`src/rtl/spi_flash_responder_pkg.sv`:
```
// spi_flash_responder_pkg: shared SPI flash opcodes, responder state encoding and byte-lane helper
package spi_flash_responder_pkg;

    localparam logic [7:0] SPI_CMD_READ      = 8'h03;
    localparam logic [7:0] SPI_CMD_FAST_READ = 8'h0B;
    localparam logic [7:0] SPI_CMD_JEDEC_ID  = 8'h9F;

    typedef enum logic [2:0] {
        ST_IDLE,
        ST_CMD,
        ST_ADDR,
        ST_DUMMY,
        ST_DATA,
        ST_ID,
        ST_IGNORE
    } state_e;

    // Lane 0 is bits [7:0]: words are assembled little-endian.
    function automatic logic [7:0] lane_byte(input logic [31:0] w, input logic [1:0] l);
        return w[{l, 3'b000} +: 8];
    endfunction

endpackage

```
`src/rtl/spi_flash_responder_pin_sync.sv`:
```
// spi_pin_sync: two-flop synchronizers for SCK/CS_n/MOSI plus edge detection from a third flop
// Ports: clk/rst (async, active-high); spi_*_i raw pins; sck_rise_o/sck_fall_o/cs_rise_o/cs_fall_o
// one-cycle edge strobes; cs_n_o/mosi_o synchronized levels.
module spi_pin_sync (
    input  logic clk,
    input  logic rst,
    input  logic spi_clk_i,
    input  logic spi_cs_n_i,
    input  logic spi_mosi_i,
    output logic sck_rise_o,
    output logic sck_fall_o,
    output logic cs_rise_o,
    output logic cs_fall_o,
    output logic cs_n_o,
    output logic mosi_o
);

    logic [2:0] sck_q;
    logic [2:0] cs_q;
    logic [1:0] mosi_q;

    always_ff @(posedge clk or posedge rst) begin
        if (rst) begin
            sck_q  <= 3'b000;
            cs_q   <= 3'b111;
            mosi_q <= 2'b00;
        end else begin
            sck_q  <= {sck_q[1:0], spi_clk_i};
            cs_q   <= {cs_q[1:0], spi_cs_n_i};
            mosi_q <= {mosi_q[0], spi_mosi_i};
        end
    end

    assign sck_rise_o = sck_q[1] & ~sck_q[2];
    assign sck_fall_o = ~sck_q[1] & sck_q[2];
    assign cs_rise_o  = cs_q[1] & ~cs_q[2];
    assign cs_fall_o  = ~cs_q[1] & cs_q[2];
    assign cs_n_o     = cs_q[1];
    assign mosi_o     = mosi_q[1];

endmodule

```
`src/rtl/spi_flash_responder.sv`:
```
// spi_flash_responder: SPI flash target serving 0x03/0x0B reads from a word read port and 0x9F JEDEC ID
// Ports: clk, reset (async, active-high); spi_clk/spi_cs_n/spi_mosi host pins; spi_miso/spi_miso_oe
// target data and drive enable; mem_rstrb/mem_word_addr one-cycle word read request; mem_rdata/mem_rvalid
// read response; active = synchronized chip select asserted.
module spi_flash_responder
    import spi_flash_responder_pkg::*;
#(
    parameter logic [23:0] JEDEC_ID    = 24'hEF4016,
    parameter int          MEM_LATENCY = 4
) (
    input  logic        clk,
    input  logic        reset,
    input  logic        spi_clk,
    input  logic        spi_cs_n,
    input  logic        spi_mosi,
    output logic        spi_miso,
    output logic        spi_miso_oe,
    output logic        mem_rstrb,
    output logic [21:0] mem_word_addr,
    input  logic [31:0] mem_rdata,
    input  logic        mem_rvalid,
    output logic        active
);

    logic sck_rise, sck_fall, cs_rise, cs_fall, cs_n_s, mosi_s;

    spi_pin_sync u_sync (
        .clk        (clk),
        .rst        (reset),
        .spi_clk_i  (spi_clk),
        .spi_cs_n_i (spi_cs_n),
        .spi_mosi_i (spi_mosi),
        .sck_rise_o (sck_rise),
        .sck_fall_o (sck_fall),
        .cs_rise_o  (cs_rise),
        .cs_fall_o  (cs_fall),
        .cs_n_o     (cs_n_s),
        .mosi_o     (mosi_s)
    );

    state_e      state_q, state_d;
    logic [4:0]  cnt_q, cnt_d;
    logic [23:0] sh_q, sh_d, addr_q, addr_d;
    logic [21:0] waddr_q, waddr_d;
    logic [31:0] cur_q, cur_d, nxt_q, nxt_d;
    logic [7:0]  age_q, age_d;
    logic        fast_q, fast_d, miso_q, miso_d, rstrb_q, rstrb_d;
    logic        pend_q, pend_d, pend_cur_q, pend_cur_d, drop_q, drop_d;
    logic        cur_v_q, cur_v_d, nxt_v_q, nxt_v_d;
    logic [23:0] sh_in;
    logic [7:0]  cur_byte;

    assign sh_in    = {sh_q[22:0], mosi_s};
    assign cur_byte = lane_byte(cur_q, addr_q[1:0]);

    always_comb begin
        state_d    = state_q;
        cnt_d      = cnt_q;
        sh_d       = sh_q;
        addr_d     = addr_q;
        waddr_d    = waddr_q;
        cur_d      = cur_q;
        nxt_d      = nxt_q;
        fast_d     = fast_q;
        miso_d     = miso_q;
        rstrb_d    = 1'b0;
        pend_d     = pend_q;
        pend_cur_d = pend_cur_q;
        drop_d     = drop_q;
        cur_v_d    = cur_v_q;
        nxt_v_d    = nxt_v_q;
        // A response to an aborted transaction is consumed but never stored.
        if (mem_rvalid && pend_q) begin
            pend_d = 1'b0;
            drop_d = 1'b0;
            if (!drop_q && pend_cur_q) begin
                cur_d   = mem_rdata;
                cur_v_d = 1'b1;
            end else if (!drop_q) begin
                nxt_d   = mem_rdata;
                nxt_v_d = 1'b1;
            end
        end
        // An aborted read that is past its latency budget will never answer; stop waiting for it.
        if (pend_q && drop_q && age_q > 8'(MEM_LATENCY)) begin
            pend_d = 1'b0;
            drop_d = 1'b0;
        end
        if (cs_rise) begin
            state_d = ST_IDLE;
            cnt_d   = '0;
            fast_d  = 1'b0;
            cur_v_d = 1'b0;
            nxt_v_d = 1'b0;
            drop_d  = pend_d;
        end else begin
            case (state_q)
                ST_IDLE: if (cs_fall) begin
                    state_d = ST_CMD;
                    cnt_d   = '0;
                end
                ST_CMD: if (sck_rise) begin
                    sh_d  = sh_in;
                    cnt_d = cnt_q + 5'd1;
                    if (cnt_q == 5'd7) begin
                        cnt_d   = '0;
                        fast_d  = sh_in[7:0] == SPI_CMD_FAST_READ;
                        state_d = (sh_in[7:0] == SPI_CMD_READ || sh_in[7:0] == SPI_CMD_FAST_READ) ? ST_ADDR :
                                  (sh_in[7:0] == SPI_CMD_JEDEC_ID) ? ST_ID : ST_IGNORE;
                    end
                end
                ST_ADDR: if (sck_rise) begin
                    sh_d  = sh_in;
                    cnt_d = cnt_q + 5'd1;
                    if (cnt_q == 5'd23) begin
                        cnt_d   = '0;
                        addr_d  = sh_in;
                        state_d = fast_q ? ST_DUMMY : ST_DATA;
                        if (!pend_d) begin
                            rstrb_d    = 1'b1;
                            pend_d     = 1'b1;
                            pend_cur_d = 1'b1;
                            waddr_d    = sh_in[23:2];
                        end
                    end
                end
                ST_DUMMY: if (sck_rise) begin
                    cnt_d = cnt_q + 5'd1;
                    if (cnt_q == 5'd7) begin
                        cnt_d   = '0;
                        state_d = ST_DATA;
                    end
                end
                ST_DATA: if (sck_fall) begin
                    miso_d = cur_v_q ? cur_byte[3'd7 - cnt_q[2:0]] : 1'b1;
                    // Prefetch the following word as soon as the last lane of this one starts.
                    if (cnt_q == 5'd0 && addr_q[1:0] == 2'd3 && !pend_d) begin
                        rstrb_d    = 1'b1;
                        pend_d     = 1'b1;
                        pend_cur_d = 1'b0;
                        waddr_d    = addr_q[23:2] + 22'd1;
                    end
                end else if (sck_rise) begin
                    cnt_d = cnt_q + 5'd1;
                    if (cnt_q == 5'd7) begin
                        cnt_d  = '0;
                        addr_d = addr_q + 24'd1;
                        if (addr_q[1:0] == 2'd3) begin
                            cur_d   = nxt_q;
                            cur_v_d = nxt_v_q;
                            nxt_v_d = 1'b0;
                        end
                    end
                end
                ST_ID: if (sck_fall) begin
                    miso_d = (cnt_q < 5'd24) ? JEDEC_ID[5'd23 - cnt_q] : 1'b1;
                end else if (sck_rise && cnt_q < 5'd24) begin
                    cnt_d = cnt_q + 5'd1;
                end
                default: ;
            endcase
        end
        age_d = rstrb_d ? 8'd0 : (age_q == 8'hFF) ? age_q : age_q + 8'd1;
    end

    always_ff @(posedge clk or posedge reset) begin
        if (reset) begin
            state_q    <= ST_IDLE;
            cnt_q      <= '0;
            sh_q       <= '0;
            addr_q     <= '0;
            waddr_q    <= '0;
            cur_q      <= '0;
            nxt_q      <= '0;
            age_q      <= '0;
            fast_q     <= 1'b0;
            miso_q     <= 1'b1;
            rstrb_q    <= 1'b0;
            pend_q     <= 1'b0;
            pend_cur_q <= 1'b0;
            drop_q     <= 1'b0;
            cur_v_q    <= 1'b0;
            nxt_v_q    <= 1'b0;
        end else begin
            state_q    <= state_d;
            cnt_q      <= cnt_d;
            sh_q       <= sh_d;
            addr_q     <= addr_d;
            waddr_q    <= waddr_d;
            cur_q      <= cur_d;
            nxt_q      <= nxt_d;
            age_q      <= age_d;
            fast_q     <= fast_d;
            miso_q     <= miso_d;
            rstrb_q    <= rstrb_d;
            pend_q     <= pend_d;
            pend_cur_q <= pend_cur_d;
            drop_q     <= drop_d;
            cur_v_q    <= cur_v_d;
            nxt_v_q    <= nxt_v_d;
        end
    end

    // Enable uses the synchronized CS level so it drops in the same cycle the CS rise is seen.
    assign spi_miso_oe   = (state_q == ST_DATA || state_q == ST_ID) && !cs_n_s;
    assign spi_miso      = spi_miso_oe ? miso_q : 1'b1;
    assign mem_rstrb     = rstrb_q;
    assign mem_word_addr = waddr_q;
    assign active        = ~cs_n_s;

endmodule
```
`config.mk`:
```
export PLATFORM = sky130hd
export DESIGN_NAME = spi_flash_responder
export DESIGN_NICKNAME = d
export VERILOG_FILES = /design/src/rtl/spi_flash_responder_pkg.sv /design/src/rtl/spi_flash_responder_pin_sync.sv /design/src/rtl/spi_flash_responder.sv
export SDC_FILE = /design/constraint.sdc
export NUM_CORES = 1
export LEC_CHECK = 0
export ABC_AREA = 1
export CAP_MARGIN = 20
export CORE_ASPECT_RATIO = 1.4
export CORE_MARGIN = 5
export CORE_UTILIZATION = 40
export CTS_CLUSTER_DIAMETER = 40
export DETAILED_ROUTE_END_ITERATION = 7
export SLEW_MARGIN = 15
export SYNTH_ARGS = -nofsm -noshare
export SYNTH_HDL_FRONTEND = slang
export SYNTH_SLANG_ARGS = --single-unit
```
`constraint.sdc`:
```
create_clock -name clk -period 13.3 [get_ports clk]
set_clock_uncertainty 0.15 [all_clocks]
set_input_delay 1.995 -clock clk [delete_from_list [all_inputs] [get_ports clk]]
set_output_delay 1.995 -clock clk [all_outputs]
set_load 0.005 [all_outputs]
```
==> flow_summary.ini, run 1 <==
[sta]
period_minus_slack_ps = 4309
setup_viol = 0
tightest_slew_ps = 1047
period_share_pct = 32.40
rsz0062_at_grt = false
fmax_ghz = 0.2321
final_hold_viol_count = 0
fin_hold_ws_ps = 206.3
timing.slew.headroom_pct = 30.12
slew_viol_final = 0
tns_ps = 0

[pwr]
power_leakage_nw = 5.100
p_int_w = 0.001034
p_sw_w = 0.0005347
ir_worst_vdd_mv = 0.09231
seq_power_share_pct = 40.5
power.density_mw_per_mm2 = 153.1
clkPwrFrac_pct = 32.6
power_frac_comb_pct = 26.9
swShare_pct = 34.08
power_w = 0.001569

[synthesis]
synth_cell_type_count = 42
synth_top_area_cell = dfrtp_1
synth-main-ff-cell = dfrtp_1
synth_area_leaders = dfrtp_1 (46%), nand2_1 (15%), nor2_1 (6.8%), nand3_1 (5.9%), inv_1 (5.4%)
synthesis.nets = 1250
synth_edf_count = 0
ys_ff_latch = 165
synth.most_common_cell = nand2_1
syn_area_mm2 = 0.008792
yosysWarnings = 0
synth_common_cells = nand2_1 (355), dfrtp_1 (161), nor2_1 (159), inv_1 (126), nand3_1 (103)
seq_area_frac_synth_pct = 47.02
ys_async_sr_fraction_pct = 100.0
syn_inst = 1201
syn_avg_cell_area_um2 = 7.321
synth_top_area_share_pct = 45.82

[cts]
cts_resized = 0
root_buffer = clkbuf_16
clk_pin_slew_ps = 60
ctsLongestPathBuffers = 2
cts_num_sinks = 165
h-tree-depth = 4
cts_inserted_buffers = 17
clock_latency_ps = 440
holdBufCountCts = 0
cts_setup_buffers = 0
cts_tree = yes

[floorplanning]
core_mm2 = 0.02178
num_io_pins = 64
chipWidth_um = 135.3
start_util_pct = 40.37
rows = 64
die_y_um = 185.4
dieArea_mm2 = 0.02509

[global_route]
grt_pass1_wl_um = 37380
grtUsageTotal_pct = 18.40
grt_start_max_net_pins = 98
grt_antenna_before_repair = 0
grtUsageMet3_pct = 3.560
grt_use_met1_pct = 22.23
grt-ovfl-total = 0
grt-busiest-layer = met2
grt_pass1_vias = 7519
met2_usage_pct = 32.83

[worst_setup_path]
slowest_delay_ps = 840
cp-end-kind = flip-flop
cp_max_fo = 34
crit_buf_inv = 3
crit_top_cell = nand2_1
critical_path.top_delay_family = buffers and inverters
critPathKind = input port to flip-flop
critPathSlowestCell = inv_1
worstPathArrival_ps = 4510
start_kind = input port
required_ps = 13500
crit_chain = clkdlybuf4s50_1, nand2_1, nor2_2, buf_4, nand2_1, inv_1, nand2_1, a31oi_1

[final_layout]
finish.net_count = 1290
drive_gt1_share_pct = 5.183
final_cell_area_mm2 = 0.01025
fin_util_pct = 47.05
syn2layout_area_growth_pct = 16.55
n_antenna_cell = 0

[placement]
gp_congestion = 0.8525
hpwl_um = 15420
portBuffers = 63
post_dp_cell_area_mm2 = 0.009627

[routing]
wl_per_cell_um = 14.24
routed_via_density = 4.971
first_pass_iters = 5
first_iter_violations = 487
antenna_left = 0
drc = 0
drt_wl_total_um = 22080
num_vias = 7710

[min_path]
min_path_type = flip-flop to flip-flop

[flow_run]
cap_violations = 0

[run_status]
status = finished, final reports clean
flip-flops by register name, summed over array words and instances, names as in the netlist:
register and cells:
cur_v_q 1, mem_rstrb 1, nxt_v_q 1, mem_word_addr 22
u_sync.mosi_q 2, cnt_q 5, state_q 3, fast_q 1
addr_q 24, nxt_q 32, u_sync.sck_q 3, sh_q 23
pend_cur_q 1, u_sync.cs_q 3, cur_q 32, age_q 8
pend_q 1, miso_q 1, drop_q 1
metal layers:
metal | up-vias | share of wire (%)
met1 | 3602 | 43
met2 | 132 | 52
met4 | 0 | 2.1
met5 | - | 0
li1 | 3944 | -
met3 | 32 | 3.4
final timing paths:
kind | from | to | slack [ps] | cells after the start
min in group asynchronous | reset | nxt_q[7]$_DFFE_PP0P_ | 1980 | 2
setup / recovery | mem_rvalid | cur_q[8]$_DFF_PP0_ | 8990 | 8
hold reg to reg | u_sync.cs_q[0]$_DFF_PP1_ | u_sync.cs_q[1]$_DFF_PP1_ | 210 | 0
max in group asynchronous | reset | mem_word_addr[9]$_DFFE_PP0P_ | 9560 | 3
hold / removal | u_sync.cs_q[0]$_DFF_PP1_ | u_sync.cs_q[1]$_DFF_PP1_ | 210 | 0
setup reg to reg | state_q[0]$_DFFE_PP0P_ | addr_q[13]$_DFFE_PP0P_ | 9560 | 11
logic make-up after synthesis:
group / synth area share (%)
fa+ha+maj: 1.565
compound gates: 11.38
flops: 47.02
buf+inv: 8.368
mux: 0.1281
simple gates: 30.24
xor+xnor: 1.295
metrics by stage:
stage / std cells / setup slack (ps)
6_report: 1551 / 8991
5_1_grt: 1551 / 8759
4_1_cts: 1550 / 8305
3_5_place_dp: 1518 / 7852
3_3_place_gp: 1517 / 7942
2_1_floorplan: 1201 / 6700
cell type report:
type / count / area (um^2)
Timing Repair Buffer: 70 / 698.2
Clock buffer: 18 / 439.2
Multi-Input combinational cell: 853 / 3925
Fill cell: 2262 / 11530
Inverter: 134 / 513.0
Clock inverter: 14 / 166.4
Tap cell: 297 / 371.6
Sequential cell: 165 / 4134
power by group through the flow:
stage          combinational, W  clock [W]  sequential [W]
3_3_place_gp           0.000426          0        0.000643
2_1_floorplan          0.000273          0        0.000635
6_report               0.000423   0.000511        0.000635
3_5_place_dp           0.000431          0        0.000645
5_1_grt                0.000488   0.000543        0.000647
4_1_cts                0.000432   0.000521        0.000636
layout by cell type, fill, tap and decap left out, types with 6 or more instances in the layout:
master             n
o211ai_1           6
nand4_1           10
o22ai_1            6
clkdlybuf4s50_1   63
nand3_1          103
inv_1            125
o21ai_1           12
dfrtp_1          161
o21ai_0           62
nor3_1            11
a31oi_1           42
ha_1              11
clkinv_4           6
xor2_1            12
a21oi_1           36
nor2_1           158
clkbuf_16         17
nand2_1          355
Power figures use the tool's default switching activity.
==> run 2: changes to the inputs <==
- clock period: 13.3 -> 4.2 ns (I/O delays scaled with it)
==> run 2 against run 1 <==
Net effect:
- sequential cell count unchanged
- cell count up 0.39%
- sequential share of layout area about the same
- hold slack is essentially flat
- total power increased to 3.1 times the previous value
- register-to-register slack got worse by 8000 ps
- wire length up 0.81%
- clock power grew to 2.9 times the previous value
- count of clock-buffer cells in the layout up 2
- via count up 1.4%
- critical path type is now flip-flop to flip-flop
- critical endpoint is now cur_q[1]$_DFF_PP0_
- largest power group unchanged
==> flow_summary.ini, run 2 (same netlist as run 1, synthesis figures left out) <==
[floorplanning]
core_mm2 = 0.02178
rows = 64
die_y_um = 185.4
num_io_pins = 64
chipWidth_um = 135.3
start_util_pct = 40.37
dieArea_mm2 = 0.02509

[final_layout]
final_cell_area_mm2 = 0.01026
syn2layout_area_growth_pct = 16.66
fill_cells = 2263
drive_gt1_share_pct = 5.476
n_antenna_cell = 0
final_common_cell = nand2_1
most-common-layout-cells = nand2_1 (355), dfrtp_1 (161), nor2_1 (158)
finish.net_count = 1296
reg.largest.list = cur_q: 32 flops, nxt_q: 32 flops, addr_q: 24 flops

[pwr]
ir_worst_vdd_mv = 0.2870
p_int_w = 0.003179
power_w = 0.004857
power_leakage_nw = 5.097
power.density_mw_per_mm2 = 473.5
power_frac_comb_pct = 28.5
p_sw_w = 0.001677
clkPwrFrac_pct = 30.1
seq_power_share_pct = 41.5
swShare_pct = 34.54

[sta]
setup_viol = 0
period_minus_slack_ps = 2632
tns_ps = 0
fin_hold_ws_ps = 206.4
rsz0062_at_grt = false
slew_viol_final = 0
final_hold_viol_count = 0
timing.slew.headroom_pct = 53.16
fmax_ghz = 0.3799
tightest_slew_ps = 701.1
period_share_pct = 62.68

[global_route]
grt_start_max_net_pins = 66
grt-ovfl-total = 0
grt_antenna_before_repair = 0
grtUsageTotal_pct = 18.62
grt_pass1_vias = 7802
grt_pass1_wl_um = 37800

[cts]
ctsLongestPathBuffers = 2
h-tree-depth = 4
cts_num_sinks = 165
clock_latency_ps = 440
cts_setup_buffers = 0
root_buffer = clkbuf_16
clk_pin_slew_ps = 70
holdBufCountCts = 0
cts_tree = yes
cts_inserted_buffers = 17
cts_resized = 0

[worst_setup_path]
reg2reg_depth = 7
worstPathArrival_ps = 2770
required_ps = 4330
cp_max_fo = 65
critPathKind = flip-flop to flip-flop
start_kind = flip-flop
cp-end-kind = flip-flop

[routing]
num_vias = 7817
antenna_left = 0
routed_via_density = 5.021
drc = 0
drt_wl_total_um = 22260
first_iter_violations = 520
first_pass_iters = 5
wl_per_cell_um = 14.30

[placement]
gp_congestion = 0.8830
post_dp_cell_area_mm2 = 0.009688
portBuffers = 63
hpwl_um = 15980

[min_path]
min_path_type = flip-flop to flip-flop
hold_depth = 0

[run_status]
status = finished, final reports clean

[flow_run]
cap_violations = 0
-- run 2: cell count changes in the layout (fill, tap and decap cells not counted), sizes merged --
| cell | delta |
|---|---|
| bufinv | -2 |
| clkbuf | +2 |
| clkinv | -1 |
| buf | +6 |
| inv | -2 |
| clkinvlp | +3 |
-- run 2: final cells by class --
cell class	count	area [um^2]	share of cell area [%]
Inverter	134	511.7	4.989
Clock buffer	20	446.7	4.355
Multi-Input combinational cell	853	3925	38.27
Clock inverter	12	95.09	0.9271
Tap cell	297	371.6	3.623
Sequential cell	165	4134	40.30
Timing Repair Buffer	76	773.2	7.538
-- run 2: final timing paths --
path / startpoint / to / slack (ps)
max in group asynchronous: reset / miso_q$_DFFE_PP1P_ / 2550
hold / removal: u_sync.cs_q[0]$_DFF_PP1_ / u_sync.cs_q[1]$_DFF_PP1_ / 210
setup / recovery: addr_q[0]$_DFFE_PP0P_ / cur_q[1]$_DFF_PP0_ / 1570
min in group asynchronous: reset / nxt_q[3]$_DFFE_PP0P_ / 500
hold reg to reg: u_sync.cs_q[0]$_DFF_PP1_ / u_sync.cs_q[1]$_DFF_PP1_ / 210
setup reg to reg: addr_q[0]$_DFFE_PP0P_ / cur_q[1]$_DFF_PP0_ / 1570
-- run 2: power by group through the flow --
| stage | registers (W) | clock network (W) | logic (W) |
|---|---|---|---|
| floorplan | 0.00201 | 0 | 0.000866 |
| global placement | 0.00204 | 0 | 0.00136 |
| detailed placement | 0.00204 | 0 | 0.00137 |
| CTS | 0.00202 | 0.00150 | 0.00138 |
| global route | 0.00205 | 0.00156 | 0.00158 |
| finish | 0.00201 | 0.00146 | 0.00138 |
-- run 2: critical path, cell delays in order, from the launching register on --
cell     delay, ps
dfrtp_1        780
ha_1           370
inv_1          210
nor2_4         250
nand4_1        110
buf_4          310
nor2_1         180
a31oi_1         60
-- run 2: per-layer routing --
layer | part of all wire [%] | vias up | GRT usage (%)
met5 | 0 | - | 0
met4 | 3.2 | 0 | 7.705
met3 | 2.8 | 45 | 3.370
met2 | 53 | 137 | 34.11
met1 | 41 | 3684 | 21.21
li1 | - | 3951 | -
-- run 2: metrics by stage --
stage | std cells | setup slack [ps] | utilization (%)
final | 1557 | 1568 | 47.09
after CTS | 1556 | 1585 | 46.97
after global routing | 1557 | 1341 | 47.09
after global placement | 1524 | 1474 | 44.48
after floorplan | 1201 | 1324 | -
after detailed placement | 1524 | 1406 | 44.48
==> run 3: changes to the inputs <==
- clock period: 4.2 -> 2.1 ns (I/O delays scaled with it)
==> run 3 against run 2 <==
Net effect:
- utilization up 2.8 points
- die area unchanged
- clock power up 97%
- cell count up 3.2%
- worst setup slack worse by 1500 ps
- sequential share of layout area down 2.2 points
- total power up 110%
- sequential power up 99%
- combinational power up 140%
- critical path type unchanged
==> flow_summary.ini, run 3 (same netlist as run 1, synthesis figures left out) <==
[placement]
dp.cells = 1565
gp_congestion = 0.8712
portBuffers = 63
place_ws_ps = 65.83
hpwl_um = 16600

[sta]
timing.slew.headroom_pct = 67.86
setup_viol = 0
slew_viol_final = 0
period_share_pct = 95.54
final_hold_viol_count = 0
tightest_slew_ps = 479.2
fmax_ghz = 0.4984
finalWorstSetupSlack_ps = 93.64
period_minus_slack_ps = 2006
tns_ps = 0

[worst_setup_path]
critPathKind = flip-flop to flip-flop
crit_chain = ha_1, inv_1, buf_4, nand4_1, buf_4, buf_6, a31oi_1
required_ps = 2240
critPathSlowestCell = dfstp_2
start_kind = flip-flop
worstPathArrival_ps = 2150
crit_buf_inv = 4
slowest_delay_ps = 560
crit_top_cell = buf_4
critical_path.top_delay_family = buffers and inverters
cp_max_fo = 32
timing.rr.start = u_sync.cs_q[1]$_DFF_PP1_
reg2reg_depth = 7
reg2reg_setup_slack_ps = 90
r2r-end = cur_q[0]$_DFF_PP0_
cp-end-kind = flip-flop

[global_route]
grt-ovfl-total = 0
grt_antenna_before_repair = 0
grtUsageTotal_pct = 19.03
grt_pass1_vias = 7805
grt_start_max_net_pins = 66
grt_pass1_wl_um = 38250

[final_layout]
drive_gt1_share_pct = 10.92
syn2layout_area_growth_pct = 23.61
seq_area_mm2 = 0.004136
fin_cells = 1607
reg.largest.list = cur_q: 32 flops, nxt_q: 32 flops, addr_q: 24 flops
most-common-layout-cells = nand2_1 (350), dfrtp_1 (159), nor2_1 (153)
multiInputGateArea_mm2 = 0.004014
n_antenna_cell = 0
finish.net_count = 1346
fill_cells = 2211
final_common_cell = nand2_1

[pwr]
power.density_mw_per_mm2 = 934.1
ir_worst_vdd_mv = 0.6387
power_w = 0.01015
power_leakage_nw = 5.387

[cts]
root_buffer = clkbuf_16
cts_inserted_buffers = 17
clock_latency_ps = 430
holdBufCountCts = 0
ctsLongestPathBuffers = 2
cts_num_sinks = 165
cts_tree = yes
clk_pin_slew_ps = 70
h-tree-depth = 4

[routing]
dr_wl_met3_um = 861
antenna_left = 0
routed_via_density = 5.025
drt_wl_total_um = 23830
wl_per_cell_um = 14.83
first_iter_violations = 533
first_pass_iters = 5
met1_length_um = 9633
highest_layer = met4
drc = 0
wl_met2_um = 12540
num_vias = 8075

[floorplanning]
rows = 64
dieArea_mm2 = 0.02509
die_y_um = 185.4
start_util_pct = 40.37
num_io_pins = 64
core_mm2 = 0.02178
chipWidth_um = 135.3

[flow_run]
cap_violations = 0

[run_status]
status = finished, final reports clean

[min_path]
min_path_type = input port to async pin
run 3: final cells by class:
cell class	instances	area share, %
clock buffers	19	3.983
repair buffers	126	11.94
well taps	297	3.419
clock inverters	13	0.9095
flip-flops and latches	165	38.06
multi-input cells	853	36.93
inverters	134	4.755
run 3: stage by stage:
stage               hold WS [ps]  util [%]  cell area [um^2]
finish                     44.21     49.90             10870
floorplan                  169.5         -              8796
global route               63.29     49.90             10870
CTS                        50.69     48.98             10670
global placement           188.4     46.41             10110
detailed placement         188.9     46.41             10110
run 3: power breakdown:
group / leakage (nW) / switching, W / internal, W
clock network: 0.243 / 0.00135 / 0.00152
logic: 3.14 / 0.00187 / 0.00140
registers: 2.00 / 0.000321 / 0.00368
run 3: repair_timing:
item                       CTS  global route
cloned                       0             5
setup buffers                3             2
gates resized for setup      4            32
setup endpoints to repair    2            83
pin swaps                    0             8
run 3: routing by layer:
metal | track usage [%] | up-vias
met1 | 21.70 | 3787
met3 | 3.152 | 47
met4 | 7.342 | 0
li1 | - | 4058
met2 | 35.31 | 183
met5 | 0 | -
run 3: how the worst max path moves through the flow:
stage | from | to | slack [ps] | cells past startpoint
5_1_grt | u_sync.cs_q[1]$_DFF_PP1_ | cur_q[0]$_DFF_PP0_ | -10 | 7
4_1_cts | u_sync.cs_q[1]$_DFF_PP1_ | spi_miso | 30 | 3
3_5_place_dp | state_q[2]$_DFFE_PP0P_ | pend_cur_q$_DFFE_PP0P_ | 70 | 14
3_3_place_gp | cnt_q[0]$_DFFE_PP0P_ | age_q[7]$_DFFE_PP0P_ | 80 | 10
2_1_floorplan | reset | addr_q[0]$_DFFE_PP0P_ | -460 | 1
6_report | u_sync.cs_q[1]$_DFF_PP1_ | cur_q[0]$_DFF_PP0_ | 90 | 7
